<file path="src/rtl/conv_pkg.sv">
// Shared types and sizing helpers for the conv_block streaming front end.
//   state_t   : loader FSM states
//   n_w/n_d   : weight and data beat counts per load
//   cnt_width : beat counter width covering the larger of the two phases
package conv_pkg;

  typedef enum logic [1:0] {
    LOAD_W    = 2'd0,
    LOAD_D    = 2'd1,
    START     = 2'd2,
    WAIT_DONE = 2'd3
  } state_t;

  function automatic int unsigned n_w(input int unsigned k);
    return k * k;
  endfunction

  function automatic int unsigned n_d(input int unsigned w, input int unsigned h);
    return w * h;
  endfunction

  // Never narrower than one bit, even for a single-beat phase.
  function automatic int unsigned cnt_width(input int unsigned k,
                                            input int unsigned w,
                                            input int unsigned h);
    int unsigned m;
    m = (k * k > w * h) ? k * k : w * h;
    return (m > 1) ? $clog2(m) : 1;
  endfunction

endpackage

</file>
<file path="src/rtl/point_packer.sv">
// Shift register that packs a stream of P-bit points into a flat N-point bus.
// The first point packed ends up at bits [0:P-1]; the newest sits in the LSBs.
// Ports:
//   clock, reset : clock and asynchronous active-high reset
//   shift_en     : shift the bus up by one point and insert `point`
//   clear        : zero the bus (wins over shift_en)
//   point        : incoming point value
//   bus          : packed points, MSB-first indexing
module point_packer #(
  parameter int unsigned P = 8,
  parameter int unsigned N = 4
) (
  input  logic           clock,
  input  logic           reset,
  input  logic           shift_en,
  input  logic           clear,
  input  logic [P-1:0]   point,
  output logic [0:P*N-1] bus
);

  localparam int unsigned BW = P * N;

  always_ff @(posedge clock or posedge reset) begin
    if (reset) begin
      bus <= '0;
    end else if (clear) begin
      bus <= '0;
    end else if (shift_en) begin
      bus <= (bus << P) | BW'(point);
    end
  end

endmodule

</file>
<file path="src/rtl/conv_frame_loader.sv">
// Streaming loader for conv_block: packs K*K weights and a W*H frame from a
// valid/ready point stream, pulses start, then blocks until convolution_done.
// Ports:
//   clock, reset        : clock and asynchronous active-high reset
//   in_valid/in_ready   : point stream handshake (in_ready decoded from state)
//   in_point, in_last   : point value and end-of-frame marker (data phase only)
//   reuse_weights       : on the done cycle, skip the next weight phase
//   convolution_done    : completion from conv_block (used only in WAIT_DONE)
//   weights, data       : packed buses to conv_block
//   start               : one-cycle launch pulse
//   busy                : high in START and WAIT_DONE
//   frame_err           : one-cycle pulse on a framing violation
module conv_frame_loader
  import conv_pkg::*;
#(
  parameter int unsigned kernel_size = 2,
  parameter int unsigned data_width  = 4,
  parameter int unsigned data_height = 4,
  parameter int unsigned point_width = 8
) (
  input  logic                                                clock,
  input  logic                                                reset,
  input  logic                                                in_valid,
  output logic                                                in_ready,
  input  logic [point_width-1:0]                              in_point,
  input  logic                                                in_last,
  input  logic                                                reuse_weights,
  input  logic                                                convolution_done,
  output logic [0:point_width*kernel_size*kernel_size-1]      weights,
  output logic [0:point_width*data_width*data_height-1]       data,
  output logic                                                start,
  output logic                                                busy,
  output logic                                                frame_err
);

  localparam int unsigned N_W = n_w(kernel_size);
  localparam int unsigned N_D = n_d(data_width, data_height);
  localparam int unsigned CW  = cnt_width(kernel_size, data_width, data_height);
  localparam logic [CW-1:0] W_LAST = CW'(N_W - 1);
  localparam logic [CW-1:0] D_LAST = CW'(N_D - 1);

  state_t        state;
  logic [CW-1:0] cnt;
  logic          accept;
  logic          w_beat;
  logic          d_beat;
  logic          d_final;
  logic          d_bad;

  // Stream handshake decode.
  assign in_ready = (state == LOAD_W) || (state == LOAD_D);
  assign accept   = in_valid && in_ready;
  assign w_beat   = accept && (state == LOAD_W);
  assign d_beat   = accept && (state == LOAD_D);
  assign d_final  = (cnt == D_LAST);
  // in_last must coincide exactly with the final data beat.
  assign d_bad    = d_beat && (in_last != d_final);

  // Loader FSM, beat counter and registered strobes.
  always_ff @(posedge clock or posedge reset) begin
    if (reset) begin
      state     <= LOAD_W;
      cnt       <= '0;
      start     <= 1'b0;
      busy      <= 1'b0;
      frame_err <= 1'b0;
    end else begin
      start     <= 1'b0;
      frame_err <= 1'b0;
      unique case (state)
        LOAD_W: begin
          if (w_beat) begin
            if (cnt == W_LAST) begin
              state <= LOAD_D;
              cnt   <= '0;
            end else begin
              cnt <= cnt + CW'(1);
            end
          end
        end
        LOAD_D: begin
          if (d_beat) begin
            if (d_bad) begin
              frame_err <= 1'b1;
              cnt       <= '0;
            end else if (d_final) begin
              state <= START;
              cnt   <= '0;
              start <= 1'b1;
              busy  <= 1'b1;
            end else begin
              cnt <= cnt + CW'(1);
            end
          end
        end
        START: begin
          state <= WAIT_DONE;
        end
        WAIT_DONE: begin
          if (convolution_done) begin
            state <= reuse_weights ? LOAD_D : LOAD_W;
            cnt   <= '0;
            busy  <= 1'b0;
          end
        end
        default: begin
          state <= LOAD_W;
          cnt   <= '0;
        end
      endcase
    end
  end

  // Weight bus packer.
  point_packer #(.P(point_width), .N(N_W)) u_weights (
    .clock    (clock),
    .reset    (reset),
    .shift_en (w_beat),
    .clear    (1'b0),
    .point    (in_point),
    .bus      (weights)
  );

  // Data bus packer; a framing violation discards the partial frame.
  point_packer #(.P(point_width), .N(N_D)) u_data (
    .clock    (clock),
    .reset    (reset),
    .shift_en (d_beat),
    .clear    (d_bad),
    .point    (in_point),
    .bus      (data)
  );

endmodule

</file>
<file path="config.mk">
export PLATFORM = sky130hd
export DESIGN_NAME = conv_frame_loader
export DESIGN_NICKNAME = d
export VERILOG_FILES = /design/src/rtl/conv_pkg.sv /design/src/rtl/point_packer.sv /design/src/rtl/conv_frame_loader.sv
export SDC_FILE = /design/constraint.sdc
export NUM_CORES = 1
export LEC_CHECK = 0
export BUFFER_PORTS_ARGS = -buffer_cell sky130_fd_sc_hd__buf_2
export CORE_ASPECT_RATIO = 0.75
export CORE_UTILIZATION = 56
export CTS_CLUSTER_SIZE = 10
export DETAILED_ROUTE_END_ITERATION = 10
export PLACE_DENSITY = 0.85
export SETUP_SLACK_MARGIN = 0.3
export SLEW_MARGIN = 20
export SYNTH_ARGS = -nofsm -noshare
export SYNTH_HDL_FRONTEND = slang
export SYNTH_SLANG_ARGS = --single-unit
</file>
<file path="constraint.sdc">
create_clock -name clock -period 8.5 [get_ports clock]
set_input_delay 1.7 -clock clock [delete_from_list [all_inputs] [get_ports clock]]
set_output_delay 1.7 -clock clock [all_outputs]
set_load 0.02 [all_outputs]
</file>
* Word level (Yosys, flattened, before mapping)
Index checks and enable logic that the tools add are counted.
Widths: inputs -> output; s select.
** Storage, ports and cells
- Register bits :: 169
- Memories :: 0
- RAM bits :: 0
- Output and inout port bits :: 164
- Memory bits (read-only) :: 0
- Latch bits :: 0
- Logic and storage cells :: 63
** Operators by class
- Mux-type cells :: 29
- Equal/unequal tests :: 12
- Reductions and logical operators :: 12
- Magnitude comparators :: 0
- $mul :: 0
- Bitwise logic cells :: 2
- Shift operators :: 0
- $add $sub $neg :: 1
- Divide/modulo/power cells :: 0
** Operator list (number)
- $mux 128 :: 2
- $or 128x8->128 :: 1
- $or 32x8->32 :: 1
- $mux 4 :: 6
- $mux 1 :: 12
- $mux 2 :: 6
- $pmux 4 s3 :: 1
- $ne 2x2->1 const B :: 4
- $pmux 2 s4 :: 1
- $reduce_and 6->1 :: 1
- $reduce_and 5->1 :: 1
- $add 4x1->4 const B :: 1
- $eq 2x2->1 const B :: 2
- $eq 4x2->1 const B :: 1
- $eq 4x4->1 const B :: 1
- $logic_and 1x1->1 :: 4
- $ne 2x1->1 const B :: 2
- $reduce_and 4->1 :: 1
- $reduce_bool 2->1 :: 2
- $reduce_bool 3->1 :: 1
- $eq 2x1->1 const B :: 1
- $logic_not 2->1 :: 1
- $pmux 1 s2 :: 1
- $logic_or 1x1->1 :: 1
- $ne 1x1->1 :: 1

* Logic depth before layout (Yosys ltp)
Gate-level depths: netlist (run 1).
- Word-level depth :: 8
- Gate-level depth with buffers :: 8
- Depth with buffers taken out :: 6

* Hierarchy
A second synthesis (run 1) with hierarchy kept.
** Unflattened totals
- Cell total of the unflattened synthesis :: 587
- Area total of the unflattened synthesis :: 7250.7 µm²
** Modules (own cells, without submodules)
- point_packer at u_data :: cells an instance 413, times used 1, area an instance 5296.3 µm², seq. area each 3203.1 µm²
- point_packer at u_weights :: cells an instance 104, times used 1, area an instance 1327.5 µm², seq. area each 800.8 µm²
- conv_frame_loader :: cells an instance 70, times used 1, area an instance 626.9 µm², seq. area each 225.2 µm²

* Least setup slack after synthesis (run 1)
OpenSTA, ideal clock, no wires.
- Kind :: register to output
- From :: reg state[1]
- To :: out in_ready
- Required time :: 6.800 ns
- Buffers on the path :: 1
- Cell stages (with the launch flop) :: 6
- Slack :: 5.845 ns
- Data arrival time :: 0.955 ns
- Path through :: dfrtp_1 > inv_1 > ha_1 > buf_2 > nor2_1 > inv_1
** Between the ends
- Word-level cells in the longest chain between the ends :: 2
** RTL lines
- start: declaration :: line conv_frame_loader.sv:42 : state_t state;
- start signal: assignment :: line conv_frame_loader.sv:101 : state <= reuse_weights ? LOAD_D : LOAD_W;
- $eq 2x1->1 / $logic_not 2->1 (equally long branches) :: line conv_frame_loader.sv:51 : assign in_ready = (state == LOAD_W) || (state == LOAD_D);
- $logic_or 1x1->1 (*) :: line conv_frame_loader.sv:51
- end: declaration :: line conv_frame_loader.sv:24 : output logic in_ready,
Every way passes the cells marked *; elsewhere a longest branch is shown, timed or not.

* Worst setup path after layout (run 1)
- From :: in in_valid
- To :: reg u_data.bus[97] (netlist bit)
** Between the ends
- Word-level cells in the longest chain between the ends :: 4
** RTL lines
- start: declaration :: line conv_frame_loader.sv:23 : input logic in_valid,
- $logic_and 1x1->1 (*) :: line conv_frame_loader.sv:52 : assign accept = in_valid && in_ready;
- $logic_and 1x1->1 (*) :: line conv_frame_loader.sv:54 : assign d_beat = accept && (state == LOAD_D);
- $logic_and 1x1->1 :: line conv_frame_loader.sv:57 : assign d_bad = d_beat && (in_last != d_final);
- $mux 128 / $reduce_bool 2->1 (equally long branches)
- end signal: assignment :: line point_packer.sv:29 : bus <= (bus << P) | BW'(point);
- end: declaration :: line point_packer.sv:18 : output logic [0:P*N-1] bus
Marked as above.
A chain may end at the register's enable or synchronous reset.

==> impl_metrics.ini, run 1 <==
[floorplan]
core_area_um2 = 10940
ios = 178
die_w_um = 124.6
die_area_um2 = 11700
die_y_um = 93.93
rows = 33
start_util = 0.5767

[sta]
rsz0062_at_grt = false
worst_slack_ns = 4.877
worst_pin_slew_ns = 0.9379
fmax_mhz = 276.0
fin_crit_sh = 0.4263
tns_ns = 0
hold_ws_ns = 0.4918
setup-violations-final = 0
fin_skew_ns = 0.01013
relSlewSlack = 0.3748
final_max_slew_viol_count = 0
fin_crit_ns = 3.623
hold_violations = 0

[clock_network]
cts_resized = 0
numCtsBuffers = 17
clkSinkCount = 169
post-cts-setup-buffers = 0
cts-root-buf = clkbuf_16
clock_path_buffers = 2
clk_pin_slew_ns = 0.06
ctsHoldBuffers = 0
ctsHtreeMaxLevel = 4
cts_tree = yes
clk_latency_ns = 0.41

[drt]
vias = 4342
wire_per_inst_um = 19.07
routed_wl_um = 14130
dr.pass1.iters = 4
drc = 0
vias_per_cell = 5.860
drt_iter0_drc = 268
ant_nets = 0

[global_route]
grt_max_degree = 93
grtUsageTotal = 0.2503
antenna_found_initial = 0
overflow = 0
grt_pass1_vias = 4201
grt_pass1_wl_um = 22560

[worst_setup_path]
rr_startpoint = state[1]$_DFFE_PP0P_
endpoint_kind = register
slowest_delay_ns = 0.73
start_kind = primary input
required_ns = 8.84
cp_data_arrival_time_ns = 3.97
worstSetupPathType = in -> reg
crit_family = simple AND/OR/NAND/NOR gates
path_max_fanout = 69
path_cells = buf_2 -> nand2_4 -> nor2b_4 -> buf_4 -> a22o_1
slowest_stage = nor2b_4
startpoint = in_valid
cp_num_buf_inv = 2

[power_and_ir_drop]
leakage_nw = 4.224
vdd_drop_max_uv = 229.5
power_density_nw_per_um2 = 337.4

[placement]
io_buffers = 177
dpl.hpwl_um = 9307
preCtsSetupSlack_ns = 4.507
globalplace.congestion = 0.8370

[cells_and_area]
layout_commonest_cell = buf_2
drive_gt1_frac = 0.3644
multiInputGateArea_um2 = 1844
area_growth_pct = 23.93
final_cell_mix = buf_2 (177), dfrtp_1 (169), a22o_1 (129), mux2_1 (33), clkbuf_16 (17)
nNetsFinal = 607
n_antenna_cell = 0
seq_area_um2 = 4229
n_fill_cell = 725

[synthesis]
synth_area_per_cell_um2 = 15.06
synthCells = 419
synth_nets = 438
synth_area_um2 = 6310
synth_ff_type = dfrtp_1
ys_seq_elements = 169
yosysSeqAreaShare = 0.6702
synth_edf_count = 0
synth-async-reset-ratio = 1.000
yosys_warnings = 0
ys_types = 34

[hold_path]
min_from = u_weights.bus[7]$_DFFE_PP0P_
min_path_type = reg -> reg

[flow_run]
cap_violations = 0

[status]
status = finished, final reports clean
==> worst paths after layout <==
check                      slack (ns)                           end  depth (start not counted)
setup / recovery                 4.88    u_data.bus[97]$_DFFE_PP0P_                          5
hold reg to reg                  0.49  u_weights.bus[7]$_DFFE_PP0P_                          1
min in group asynchronous        1.43    u_data.bus[63]$_DFFE_PP0P_                          2
max in group asynchronous        5.62    u_data.bus[64]$_DFFE_PP0P_                          3
setup reg to reg                 5.37    u_data.bus[97]$_DFFE_PP0P_                          6
hold / removal                   0.49  u_weights.bus[7]$_DFFE_PP0P_                          1
==> cells by family after synthesis <==
group                      Yosys count  synth area share
AOI/OAI and AO/OA                  144            0.1957
and+or+nand+nor                     29           0.02558
adders and majority gates            5          0.009915
buffers and inverters               38           0.03827
xor gates and xnor gates             1          0.001388
DFF                                169            0.6702
muxes                               33           0.05889
==> registers in the layout, indices dropped and copies added, names as in the netlist <==
| name | cells |
|---|---|
| busy | 1 |
| cnt | 4 |
| frame_err | 1 |
| start | 1 |
| state | 2 |
| u_data.bus | 128 |
| u_weights.bus | 32 |
==> final cells by class <==
| type | instances | area share |
|---|---|---|
| sequential | 169 | 0.5408 |
| clock inverter | 10 | 0.01488 |
| inverter | 6 | 0.003520 |
| timing repair buffer | 182 | 0.1206 |
| clock buffer | 22 | 0.06192 |
| multi-input combinational | 212 | 0.2358 |
| tap | 140 | 0.02240 |
==> metal layers <==
metal	track usage	part of all wire	vias to the layer above	wire, um
li1	-	-	1926	-
met1	0.3405	0.44	2231	6230
met2	0.3941	0.48	170	6835
met3	0.06435	0.065	15	912
met4	0.08735	0.011	0	150
met5	0	0	-	0
==> Yosys cell counts (all sizes together) (2+ instances only) <==
cell | n | share of area
a22o | 129 | 0.18
and2 | 2 | 0.0020
and3 | 2 | 0.0020
buf | 19 | 0.027
clkbuf | 13 | 0.0077
dfrtp | 169 | 0.67
ha | 5 | 0.0099
inv | 6 | 0.0036
mux2 | 33 | 0.059
nand2 | 6 | 0.0040
nand2b | 2 | 0.0020
nand3 | 6 | 0.0056
nor2 | 5 | 0.0030
nor2b | 3 | 0.0042
o211ai | 2 | 0.0024
o21ai | 4 | 0.0032
o21bai | 2 | 0.0024
==> per-stage QoR <==
step | instance area (um^2) | util | cells | power [mW]
after floorplan | 6310 | - | 419 | 1.624
after global placement | 7192 | 0.6573 | 708 | 1.840
after detailed placement | 7219 | 0.6598 | 709 | 1.880
after CTS | 7820 | 0.7147 | 741 | 2.653
after global routing | 7820 | 0.7147 | 741 | 2.771
final | 7820 | 0.7147 | 741 | 2.639
==> power by group <==
group	internal [mW]	switching (mW)	total (mW)
Combinational	0.276	0.489	0.765
Clock	0.464	0.298	0.763
Sequential	0.971	0.139	1.11
==> worst reg2reg max path, stage by stage (launching register included) <==
cell and delay [ns]:
dfrtp_1 0.42, inv_1 0.10, ha_1 0.39, nand2_4 0.46, nor2b_4 0.74, buf_4 0.68, a22o_1 0.28
(Power assumes the default switching activity.)
==> inputs of run 2 (changes only) <==
Settings changed: CORE_UTILIZATION 56 to 52, PLACE_DENSITY 0.85 to 0.8.
Clock period 8.5 ns to 3.6 ns, I/O delays scaled along.
==> run 2 against run 1 <==
  * Via count grew 0.28%
  * Routed wire length fell by 1.1%
  * Sequential share of layout area up 0.052 points
  * Clock skew is 0.00087 ns higher
  * Count of clock-buffer cells in the layout fell by 4
==> impl_metrics.ini, run 2 (synthesis gave the netlist of run 1 again) <==
[placement]
place_area_um2 = 7246
preCtsSetupSlack_ns = 1.213
io_buffers = 177
place_inst = 732
dpl.hpwl_um = 9300
globalplace.congestion = 0.8258

[global_route]
antenna_found_initial = 0
overflow = 0
grt_pass1_wl_um = 22200
grtUsageTotal = 0.2310
grt_pass1_vias = 4128
grt_max_degree = 170

[hold_path]
min_path_type = reg -> reg
min_from = u_weights.bus[4]$_DFFE_PP0P_
whs_path_depth = 1
holdPathEnd = u_weights.bus[4]$_DFFE_PP0P_

[sta]
fmax_mhz = 411.1
fin_crit_sh = 0.6758
final_max_slew_viol_count = 0
fin_crit_ns = 2.433
worst_pin_slew_ns = 0.9138
hold_violations = 0
setup-violations-final = 0
rsz0062_at_grt = false
fin_skew_ns = 0.01100
hold_ws_ns = 0.4899
relSlewSlack = 0.3908
worst_slack_ns = 1.167
tns_ns = 0

[cells_and_area]
top_regs = u_data.bus: 128 flops, u_weights.bus: 32 flops, cnt: 4 flops
top_register = u_data.bus
final_cell_mix = buf_2 (177), dfrtp_1 (169), a22o_1 (129), mux2_1 (33), clkbuf_16 (17)
n_fill_cell = 844
layout_commonest_cell = buf_2
n_antenna_cell = 0
utilization = 0.6678
drive_gt1_frac = 0.3654
area_growth_pct = 23.82
nNetsFinal = 608
stdcell_area_um2 = 7812
fin_cells = 764
largest_reg_flops = 128

[clock_network]
clk_pin_slew_ns = 0.07
clk_latency_ns = 0.41
cts_resized = 0
ctsHtreeMaxLevel = 4
ctsHoldBuffers = 0
numCtsBuffers = 17
clkSinkCount = 169
clock_path_buffers = 2
cts-root-buf = clkbuf_16
post-cts-setup-buffers = 0
cts_tree = yes

[worst_setup_path]
worstSetupPathType = reg -> reg
cp_data_arrival_time_ns = 2.77
start_kind = register
endpoint_kind = register
required_ns = 3.94
rr_startpoint = state[1]$_DFFE_PP0P_
r2r_slack_ns = 1.17
path_max_fanout = 72
r2r-end = u_data.bus[27]$_DFFE_PP0P_
startpoint = state[1]$_DFFE_PP0P_
r2r_cells = 6

[drt]
vias = 4354
drc = 0
wire_per_inst_um = 18.28
drt_iter0_drc = 309
routed_wl_um = 13970
dr.pass1.iters = 4
met2WireLength_um = 6662
ant_nets = 0
drt-met1-wl_um = 6217
vias_per_cell = 5.699
routed.top_layer = met4
wl_met3_um = 1020

[power_and_ir_drop]
vdd_drop_max_uv = 583.6
power.total_mw = 6.132
leakage_nw = 4.204
power_density_nw_per_um2 = 784.9

[flow_run]
cap_violations = 0

[floorplan]
die_w_um = 129.2
die_area_um2 = 12580
rows = 34
core_area_um2 = 11700
ios = 178
die_y_um = 97.40
start_util = 0.5394

[status]
status = finished, final reports clean
[run 2: cell types whose count changed in the layout (fill, tap and decap cells not counted)]
cell / previous run / this run
clkinvlp_4: 2 / 3
buf_4: 4 / 5
inv_6: 2 / 8
bufinv_16: 2 / 1
clkbuf_8: 4 / 0
buf_16: 1 / 0
clkinv_2: 3 / 1
buf_12: 0 / 1
[run 2: how the worst max path moves through the flow]
stage / endpoint / slack (ns) / cells after the start
2_1_floorplan: busy$_DFFE_PP0P_ / 0.73 / 1
3_3_place_gp: u_data.bus[56]$_DFFE_PP0P_ / 1.35 / 5
3_5_place_dp: u_data.bus[6]$_DFFE_PP0P_ / 1.21 / 6
4_1_cts: u_data.bus[27]$_DFFE_PP0P_ / 1.18 / 6
5_1_grt: u_data.bus[27]$_DFFE_PP0P_ / 1.01 / 6
6_report: u_data.bus[27]$_DFFE_PP0P_ / 1.17 / 6
[run 2: per-layer routing]
layer | up-vias | track usage
met5 | - | 0
met4 | 0 | 0.06425
met3 | 5 | 0.06002
met2 | 159 | 0.3325
met1 | 2251 | 0.3468
li1 | 1939 | -
[run 2: power by group]
group | switching, mW | total (mW) | internal, mW
combinational | 1.13 | 1.78 | 0.650
sequential | 0.326 | 2.62 | 2.29
clock | 0.759 | 1.73 | 0.971
[run 2: area by class of cell]
cell class	count	area [um^2]	area share
tap	162	202.7	0.02594
clock inverter	14	137.6	0.01762
clock buffer	18	429.2	0.05493
timing repair buffer	183	943.4	0.1208
inverter	6	26.28	0.003363
sequential	169	4229	0.5413
multi-input combinational	212	1844	0.2361
[run 2: critical path, cell delays in order, from the launching register on]
cell and delay, ns:
dfrtp_1 0.43, inv_1 0.10, ha_1 0.38, nand2_4 0.39, nor2b_4 0.21, buf_4 0.57
a22o_1 0.25
==> inputs of run 3 (changes only) <==
Clock period 3.6 ns to 2.4 ns, I/O delays scaled along.
==> run 3 against run 2 <==
  * Cell count grew 1.0%
  * Clock power increased by 69%
  * Combinational power is 54% higher
  * Sequential power increased by 50%
  * Routed wire length up 3.7%
  * Critical endpoint is now in_ready
  * Largest power group unchanged
==> impl_metrics.ini, run 3 (synthesis gave the netlist of run 1 again) <==
[status]
status = finished, final reports clean

[clock_network]
ctsHtreeMaxLevel = 4
clk_latency_ns = 0.41
clk_pin_slew_ns = 0.07
cts-root-buf = clkbuf_16
cts_tree = yes
clock_path_buffers = 2
ctsHoldBuffers = 0
clkSinkCount = 169
numCtsBuffers = 17

[drt]
drt_iter0_drc = 238
routed.top_layer = met4
met2WireLength_um = 6948
dr.pass1.iters = 5
vias_per_cell = 5.622
wire_per_inst_um = 18.76
routed_wl_um = 14490
drc = 0
wl_met3_um = 1003
drt-met1-wl_um = 6328
ant_nets = 0
vias = 4340

[global_route]
grt_pass1_wl_um = 22860
grtUsageTotal = 0.2386
grt_pass1_vias = 4192
grt_max_degree = 71
overflow = 0
antenna_found_initial = 0

[worst_setup_path]
required_ns = 1.92
r2r_cells = 6
rr_startpoint = cnt[0]$_DFFE_PP0P_
endpoint_kind = output port
cp_data_arrival_time_ns = 1.51
start_kind = register
worstSetupPathType = reg -> out
r2r-end = u_data.bus[36]$_DFFE_PP0P_
path_max_fanout = 5
r2r_slack_ns = 0.47

[sta]
worst_slack_ns = 0.4076
worst_pin_slew_ns = 0.6914
setup-violations-final = 0
fin_skew_ns = 0.009446
fin_crit_sh = 0.8302
fin_crit_ns = 1.992
hold_violations = 0
rsz0062_at_grt = false
relSlewSlack = 0.5391
fmax_mhz = 501.9
final_max_slew_viol_count = 0

[cells_and_area]
final_cell_mix = buf_2 (177), dfrtp_1 (169), a22o_1 (129), mux2_1 (33), clkbuf_16 (17)
top_register = u_data.bus
fin_cells = 772
top_regs = u_data.bus: 128 flops, u_weights.bus: 32 flops, cnt: 4 flops
area_growth_pct = 26.99
layout_commonest_cell = buf_2
nNetsFinal = 616
utilization = 0.6849
largest_reg_flops = 128
drive_gt1_frac = 0.3770
stdcell_area_um2 = 8013
n_antenna_cell = 0

[floorplan]
rows = 34
ios = 178
die_y_um = 97.40
core_area_um2 = 11700
start_util = 0.5394
die_area_um2 = 12580
die_w_um = 129.2

[placement]
place_inst = 739
globalplace.congestion = 0.7926
preCtsSetupSlack_ns = 0.3496
io_buffers = 177
dpl.hpwl_um = 9729
place_area_um2 = 7348

[power_and_ir_drop]
power_density_nw_per_um2 = 1200
vdd_drop_max_uv = 786.1
power.total_mw = 9.613
leakage_nw = 4.294

[hold_path]
min_path_type = in -> async

[flow_run]
cap_violations = 0
-- run 3: final cells by class --
class / instances / area, um^2
flip-flops and latches: 169 / 4229
clock inverters: 14 / 205.2
repair buffers: 191 / 1054
multi-input cells: 212 / 1857
clock buffers: 18 / 439.2
well taps: 162 / 202.7
fillers: 815 / 3686
inverters: 6 / 26.28
-- run 3: worst max-delay path by stage --
stage                               from                    endpoint
finish              state[0]$_DFFE_PP0P_                    in_ready
global route        state[0]$_DFFE_PP0P_                    in_ready
CTS                 state[1]$_DFFE_PP0P_                    in_ready
detailed placement    cnt[0]$_DFFE_PP0P_  u_data.bus[61]$_DFFE_PP0P_
global placement      cnt[0]$_DFFE_PP0P_  u_data.bus[45]$_DFFE_PP0P_
floorplan                          reset            busy$_DFFE_PP0P_
-- run 3: repair_timing --
item | in CTS | in global routing
endpoints found under the setup margin | 3 | 1
resized for setup | 1 | 1
cloned | 0 | 0
pin swaps | 0 | 0
endpoints found under the hold margin | 0 | 0
setup buffers | 1 | 0
-- run 3: through the flow --
stage / setup TNS (ns) / hold WS (ns)
2_1_floorplan: -39.67 / 0.4729
3_3_place_gp: 0 / 0.4687
3_5_place_dp: 0 / 0.4761
4_1_cts: 0 / 0.1441
5_1_grt: 0 / 0.1670
6_report: 0 / 0.1444
-- run 3: where the power goes --
group,switching (mW),leakage (nW),internal (mW)
clock network,1.14,0.309,1.80
logic,1.72,1.71,1.02
registers,0.503,2.27,3.44
-- run 3: metal layers --
layer / global-route usage / vias to the layer above
li1: - / 1946
met1: 0.3308 / 2228
met2: 0.3610 / 149
met3: 0.06718 / 17
met4: 0.08507 / 0
met5: 0 / -
-- run 3: critical path, stage by stage (launching register included) --
cell     delay, ns
dfrtp_1       0.43
inv_1         0.12
ha_1          0.27
nor2_1        0.10
inv_1         0.04
buf_2         0.15
